**config.mk**
```make
export PLATFORM = sky130hd
export DESIGN_NAME = fft8_ctrl_flat
export DESIGN_NICKNAME = d
export VERILOG_FILES = /design/src/rtl/fft8_ctrl_if.sv /design/src/rtl/fft8_ctrl.sv /design/src/flat_wrapper.sv
export SDC_FILE = /design/constraint.sdc
export NUM_CORES = 1
export LEC_CHECK = 0
export ABC_AREA = 1
export ABC_CLOCK_PERIOD_IN_PS = 3360
export CAP_MARGIN = 20
export CORE_MARGIN = 4
export CORE_UTILIZATION = 55
export CTS_BUF_LIST = sky130_fd_sc_hd__clkbuf_8
export DETAILED_ROUTE_END_ITERATION = 7
export HOLD_SLACK_MARGIN = 0.02
export PLACE_DENSITY = 0.88
export SLEW_MARGIN = 0
export SYNTH_ARGS = -nofsm -noshare
export SYNTH_HDL_FRONTEND = slang
export SYNTH_SLANG_ARGS = --single-unit
```
**constraint.sdc**
```tcl
create_clock -name clk -period 3.36 [get_ports clk]
set_clock_uncertainty 0.1 [all_clocks]
set_input_delay 0.336 -clock clk [delete_from_list [all_inputs] [get_ports clk]]
set_output_delay 0.336 -clock clk [all_outputs]
set_load 0.005 [all_outputs]
```
**src/rtl/fft8_ctrl_if.sv**
```systemverilog
// Streaming handshake bundle for fft8_ctrl.
// Sample stream in, one FFT bin per beat out.
interface fft8_ctrl_if;
  logic       in_valid;
  logic       in_ready;
  logic [7:0] in_data;
  logic       out_valid;
  logic       out_ready;
  logic [7:0] out_re;
  logic [7:0] out_im;
  logic [2:0] out_idx;
  logic       out_last;

  modport slave (
    input  in_valid,
    input  in_data,
    input  out_ready,
    output in_ready,
    output out_valid,
    output out_re,
    output out_im,
    output out_idx,
    output out_last
  );

  modport master (
    output in_valid,
    output in_data,
    output out_ready,
    input  in_ready,
    input  out_valid,
    input  out_re,
    input  out_im,
    input  out_idx,
    input  out_last
  );
endinterface

```
**src/rtl/fft8_ctrl.sv**
```systemverilog
// Frame sequencer around a combinational 8-point FFT.
// Define FFT8_CTRL_BITREV_EN to drain bins in bit-reversed order.
module fft8_ctrl #(
  parameter int unsigned SETTLE_CYCLES = 2
) (
  input  logic        clk,
  input  logic        rst_n,
  fft8_ctrl_if.slave  bus,
  output logic [63:0] fft_a,
  input  logic [63:0] fft_xr,
  input  logic [63:0] fft_xi,
  output logic        busy,
  output logic [7:0]  frame_cnt
);

  localparam logic [3:0] SETTLE_INIT =
    4'(SETTLE_CYCLES);

  typedef enum logic [1:0] {
    LOAD,
    SETTLE,
    CAPTURE,
    DRAIN
  } state_t;

  state_t      state;
  state_t      state_nxt;
  logic [2:0]  wr_ptr;
  logic [2:0]  rd_ptr;
  logic [3:0]  settle_cnt;
  logic [63:0] samp;
  logic [63:0] res_re;
  logic [63:0] res_im;
  logic [2:0]  bin;
  logic        in_acc;
  logic        out_acc;

  assign in_acc  = bus.in_valid
                && (state == LOAD);
  assign out_acc = bus.out_ready
                && (state == DRAIN);

  always_ff @(posedge clk or negedge rst_n) begin
    if (!rst_n) state <= LOAD;
    else        state <= state_nxt;
  end

  always_comb begin
    state_nxt = state;
    unique case (state)
      LOAD:
        if (in_acc && wr_ptr == 3'd7)
          state_nxt = SETTLE;
      SETTLE:
        if (settle_cnt == 4'd0)
          state_nxt = CAPTURE;
      CAPTURE:
        state_nxt = DRAIN;
      DRAIN:
        if (out_acc && rd_ptr == 3'd7)
          state_nxt = LOAD;
      default:
        state_nxt = LOAD;
    endcase
  end

  always_ff @(posedge clk or negedge rst_n) begin
    if (!rst_n) begin
      wr_ptr     <= '0;
      rd_ptr     <= '0;
      settle_cnt <= '0;
      samp       <= '0;
      res_re     <= '0;
      res_im     <= '0;
      frame_cnt  <= '0;
    end else begin
      if (in_acc) begin
        samp[{wr_ptr, 3'b000} +: 8]
          <= bus.in_data;
        wr_ptr <= wr_ptr + 3'd1;
        if (wr_ptr == 3'd7)
          settle_cnt <= SETTLE_INIT;
      end
      if (state == SETTLE
          && settle_cnt != 4'd0)
        settle_cnt <= settle_cnt - 4'd1;
      // results are frozen here; later fft_x* changes are ignored
      if (state == CAPTURE) begin
        res_re <= fft_xr;
        res_im <= fft_xi;
        rd_ptr <= '0;
      end
      if (out_acc) begin
        rd_ptr <= rd_ptr + 3'd1;
        if (rd_ptr == 3'd7)
          frame_cnt <= frame_cnt + 8'd1;
      end
    end
  end

`ifdef FFT8_CTRL_BITREV_EN
  assign bin = {rd_ptr[0], rd_ptr[1], rd_ptr[2]};
`else
  assign bin = rd_ptr;
`endif

  assign fft_a         = samp;
  assign bus.in_ready  = (state == LOAD);
  assign bus.out_valid = (state == DRAIN);
  assign busy          = (state != LOAD);
  assign bus.out_re    = res_re[{bin, 3'b000} +: 8];
  assign bus.out_im    = res_im[{bin, 3'b000} +: 8];
  assign bus.out_idx   = bin;
  assign bus.out_last  = (state == DRAIN)
                      && (rd_ptr == 3'd7);

endmodule

```
**src/flat_wrapper.sv**
```systemverilog
// flat-port wrapper written by rule: the top's interface ports become plain ports
module fft8_ctrl_flat 
#(
  parameter int unsigned SETTLE_CYCLES = 2
)
  (clk, rst_n, fft_a, fft_xr, fft_xi, busy, frame_cnt, bus_in_valid, bus_in_data, bus_out_ready, bus_in_ready, bus_out_valid, bus_out_re, bus_out_im, bus_out_idx, bus_out_last);
  fft8_ctrl_if bus_i ();
  input  logic clk;
  input  logic rst_n;
  output logic [63:0] fft_a;
  input  logic [63:0] fft_xr;
  input  logic [63:0] fft_xi;
  output logic busy;
  output logic [7:0] frame_cnt;
  input wire logic [$bits(bus_i.in_valid)-1:0] bus_in_valid;
  input wire logic [$bits(bus_i.in_data)-1:0] bus_in_data;
  input wire logic [$bits(bus_i.out_ready)-1:0] bus_out_ready;
  output wire logic [$bits(bus_i.in_ready)-1:0] bus_in_ready;
  output wire logic [$bits(bus_i.out_valid)-1:0] bus_out_valid;
  output wire logic [$bits(bus_i.out_re)-1:0] bus_out_re;
  output wire logic [$bits(bus_i.out_im)-1:0] bus_out_im;
  output wire logic [$bits(bus_i.out_idx)-1:0] bus_out_idx;
  output wire logic [$bits(bus_i.out_last)-1:0] bus_out_last;
  assign bus_i.in_valid = bus_in_valid;
  assign bus_i.in_data = bus_in_data;
  assign bus_i.out_ready = bus_out_ready;
  assign bus_in_ready = bus_i.in_ready;
  assign bus_out_valid = bus_i.out_valid;
  assign bus_out_re = bus_i.out_re;
  assign bus_out_im = bus_i.out_im;
  assign bus_out_idx = bus_i.out_idx;
  assign bus_out_last = bus_i.out_last;
  fft8_ctrl #(.SETTLE_CYCLES(SETTLE_CYCLES)) u_core (.clk(clk), .rst_n(rst_n), .bus(bus_i), .fft_a(fft_a), .fft_xr(fft_xr), .fft_xi(fft_xi), .busy(busy), .frame_cnt(frame_cnt));
endmodule
```
* After elaboration in Yosys (flattened, before gate mapping)
Cells that the tools add are included.
Storage, ports and cells: bits in registers 212, latch bits 0, bits in writable memories 0, memory bits (read-only) 0, input port bits 140, output and inout port bits 95, logic and storage cells 51, memories kept 0
Cells by class: $add $sub $neg 5, multipliers 0, div/mod/pow operators 0, order comparisons 0, eq/ne operators 8, shift operators 4, muxes and demuxes 10, bitwise operators 0, reduce and logical (&&, ||, !) cells 16
Operators by type and width (count):
- variable part select 64 x 7 -> 8 bit | 2
- bitwise mux 64 bit | 1
- variable shift 8 x 8 -> 64 bit (first input constant) | 1
- variable part select 8 x 8 -> 64 bit | 1
- two-way mux 4 bit | 3
- adder 8 x 1 -> 8 bit (second input constant) | 1
- negator 6 -> 8 bit | 1
- case mux 2 bit (4 select lines) | 1
- nonzero test 2 bit | 4
- adder 3 x 1 -> 3 bit (second input constant) | 2
- equality test 3 bit (second input constant) | 2
- logical AND 1 bit | 6
- two-way mux 2 bit | 3
- two-way mux 3 bit | 2
- != test 2 x 1 -> 1 bit (second input constant) | 3
- equality test 2 bit (second input constant) | 2
- zero test 4 bit | 1
- AND reduction 2 bit | 2
- nonzero test 4 bit | 1
- subtractor 4 x 1 -> 4 bit (second input constant) | 1
- AND reduction 3 bit | 1
- equality test 2 x 1 -> 1 bit (second input constant) | 1
- zero test 2 bit | 1

* Longest topological paths before layout
depth after elaboration 5, gate-level depth with buffers 10, gate-level depth less buffers 9

* Worst setup path before layout
Ideal clock, no wire load.
path type flip-flop to flip-flop, start register u_core.wr_ptr[0], end register u_core.samp[14] (netlist: u_core.fft_a[14]), library setup time 122 ps, arrival time 1801 ps, data required time 3138 ps, setup slack 1337 ps, stages on the path, launching flop included 10, buffers on the path 1, period minus slack after synthesis 2023 ps, cell sequence dfrtp_1 -> inv_2 -> ha_1 -> ha_1 -> inv_1 -> nor2_2 -> nand3_2 -> buf_2 -> nand2_1 -> o21ai_1
Between the ends: longest elaborated chain between the ends 3, elaborated cells on any way between the ends 4, those cells by class 1 x add/sub; 2 x shift; 1 x mux
RTL lines:
- start: declaration | line fft8_ctrl.sv:28 | logic [2:0] wr_ptr;
- start signal: assignment | line fft8_ctrl.sv:80 | wr_ptr <= wr_ptr + 3'd1;
- negator 6 -> 8 bit * | line fft8_ctrl.sv:78 | samp[{wr_ptr, 3'b000} +: 8]
- variable part select 8 x 8 -> 64 bit or variable shift 8 x 8 -> 64 bit (tied branches) | line fft8_ctrl.sv:78
- bitwise mux 64 bit * | line fft8_ctrl.sv:78
- end signal: assignment | line fft8_ctrl.sv:72 | samp <= '0;
- end: declaration | line fft8_ctrl.sv:31 | logic [63:0] samp;
Mark *: on every way between the ends. The rest lies on a longest branch, timed or not. A chain may end at the register's enable or synchronous reset.

* Worst setup path in the final report
start register u_core.rd_ptr[0] (netlist: u_core.bus.out_idx[0]), end output port bus_out_im[0]
Between the ends: longest elaborated chain between the ends 1
RTL lines:
- start: declaration | line fft8_ctrl.sv:29 | logic [2:0] rd_ptr;
- start signal: assignment | line fft8_ctrl.sv:94 | rd_ptr <= rd_ptr + 3'd1;
- variable part select 64 x 7 -> 8 bit | line fft8_ctrl.sv:112 | assign bus.out_im = res_im[{bin, 3'b000} +: 8];
- end: declaration | line flat_wrapper.sv:21 | output wire logic [$bits(bus_i.out_im)-1:0] bus_out_im;
Every way passes these cells.

==> out/summary.txt <==
Worst-Skew Late Latency = 0.51 ns
Routed wl met2 = 12900 um
Syn Inst Count = 1178
# port buffers = 234
Fillers = 1246
Total track usage = 0.275
Grt ovf = 0
Max transition margin = 0.459
HP Class = in -> reg
Post-synth top area cell = dfrtp_1
Share of cells above drive strength 1 = 0.0550
Crit share post-route = 0.876
Finish-stage setup viols = 0
Top-count cell post-synth = nand2_1
Least-Margin Pin Slew = 0.807 ns
Via Count = 8658
Number of buffers created by CTS = 34
DRT Wirelength = 27100 um
# rows = 48
Critical Path Fanout Max = 37
Worst r2r src = u_core.wr_ptr[1]
DR WL met3 = 2700 um
Top sig layer = met5
RSZ-0062 raised after global routing = false
Leakage = 6.21 nW
Largest net degree at the start of global routing = 194
Crit path to = bus_out_im[0]
DP HPWL = 18900 um
Slew Limit Fails = 0
CP max stage delay = 0.66 ns
Yosys warnings = 0
Top cells by count, synth = 512 x nand2_1, 212 x dfrtp_1, 99 x inv_1, 77 x o21ai_0, 64 x o211ai_1
Syn-to-layout area delta = 33.0%
Fmax = 0.340 GHz
Final Critical Period = 2.94 ns
Final Hold Vio Count = 0
Critical path's slowest cell = dfrtp_4
Placer's final routability congestion estimate = 0.879
Synth Cell Area = 9690 um^2
CP Depth = 6
Top delay family on crit path = buffers and inverters
Most frequent CP cell = nand2_1
Max IR drop VDD = 0.549 mV
Average cell area after synthesis = 8.23 um^2
Synth area leaders = dfrtp_1 55%, nand2_1 20%, o211ai_1 5.0%
Synth top area share = 0.547
Initial antenna violation count = 2
Initial Util = 0.560
#FFs+latches synth = 212
Crit-path cells = buf_4 -> o211ai_1 -> nand2_1 -> nand2_1 -> nand2_1 -> clkdlybuf4s50_1
DR vias/cell = 5.27
Drc violations = 0
Dpl cells = 1585
CTS sink count = 212
Crit path from = u_core.bus.out_idx[0]
Root buffer cell = clkbuf_8
Fin area = 12900 um^2
Pwr Density = 889 nW/um^2
CTS H-tree depth = 2
Die ar. = 19800 um^2
Critical Path End Type = primary output
Vias in the first global route = 8784
Final antenna-violating net count = 0
Max Cap Viol = 0
First-pass GRT wire length = 44100 um
Die width = 141 um
DRT Pass-1 Iters = 7
RR Endpoint = u_core.fft_a[48]
Yosys cell types = 29
Io pins = 235
Ys async rst share = 1.00
Crit Path Category = reg -> out
Final #Nets = 1553
CP arrival = 2.51 ns
Worst EP required = 2.92 ns
Sequential area share after synthesis = 0.547
Syn_nets = 1334
DR WL/cell = 16.5 um
DP Area = 12200 um^2
Antenna Cells = 0
Met1 WL = 10700 um
CTS tree = built
Clock slew at reported path FFs = 0.06 ns
Main flop type after synthesis = dfrtp_1
FF-to-FF setup slack = 0.93 ns
Number of enable flip-flop cells after synthesis = 0
Buf+Inv Stages, Crit Path = 2
Status = complete, no violations
Crit path launch type = flop
Initial DRC Count = 626
Post-route setup TNS = 0 ns
Clk buf depth = 3
Number of buffers added for setup after CTS = 0
FF-to-FF path depth = 8
Finished Layout Cells = 1644
Core region area = 17300 um^2
Die H = 141 um
## per-stage QoR
step	power, mW	hold slack (ns)	worst slack, ns	utilization
after floorplan	7.12	-0.0596	1.34	-
after global placement	9.06	0.288	1.02	0.706
after detailed placement	9.28	0.293	0.979	0.706
after CTS	11.5	0.234	0.411	0.745
after global routing	12.4	0.257	0.252	0.745
final	11.5	0.257	0.416	0.745
## tightest hold or removal path, cell delays in order
cell and delay [ns]:
clkdlybuf4s50_1 0.39, nand2_1 0.06, nand2_1 0.04
## repair_timing
item	in CTS	in global routing
setup endpoints to repair	0	0
hold buffers	1	0
gates resized for setup	0	0
hold endpoints to repair	70	0
## final cells by class
cell class,count,area [um^2],share of cell area
inverters,101,379,0.0294
flip-flops and latches,212,5310,0.412
clock inverters,14,58.8,0.00456
clock buffers,44,606,0.0470
repair buffers,247,2510,0.195
multi-input cells,801,3750,0.291
well taps,225,282,0.0218
## layout by cell type (no fill, tap or decap), types with 12 or more instances in the layout
master           count
clkbuf_8            45
clkdlybuf4s50_1    233
dfrtp_1            211
ha_1                15
inv_1              109
nand2_1            512
nand3_1             24
nand4_1             13
nor2_1              12
o211ai_1            64
o21ai_0             77
o21ai_1             56
## per-layer routing
| metal | vias to the layer above | global-route usage |
|---|---|---|
| met4 | 4 | 0.0928 |
| met3 | 64 | 0.0906 |
| met1 | 4039 | 0.349 |
| met5 | - | 0 |
| met2 | 365 | 0.446 |
| li1 | 4186 | - |
## how the worst min path moves through the flow
stage,depth (start not counted),slack (ns),startpoint,endpoint
after floorplan,0,-0.06,rst_n,u_core.bus.out_idx[0]
after global placement,1,0.29,rst_n,u_core.fft_a[51]
after detailed placement,1,0.29,rst_n,u_core.fft_a[51]
after CTS,3,0.23,fft_xr[54],u_core.res_re[54]
after global routing,3,0.26,fft_xr[2],u_core.res_re[2]
final,3,0.26,fft_xr[54],u_core.res_re[54]
## cells by family after synthesis
group	Yosys count	share of synthesized area
xor+xnor	6	0.00542
compound gates	201	0.121
buf+inv	165	0.0671
simple gates	578	0.239
flops	212	0.547
fa+ha+maj	16	0.0207
## power breakdown
group	switching [mW]	internal [mW]	leakage [nW]
Sequential	0.553	3.61	2.70
Combinational	2.98	2.16	3.13
Clock	1.00	1.17	0.383
Total	4.53	6.94	6.21
## state kept, by name, summed over array words and instances, names as in the netlist
signal              cells
u_core.res_re          64
u_core.wr_ptr           3
u_core.state            2
u_core.settle_cnt       4
u_core.res_im          64
u_core.frame_cnt        8
u_core.fft_a           64
u_core.bus.out_idx      3
No activity file was read; power rests on OpenSTA's default activity.
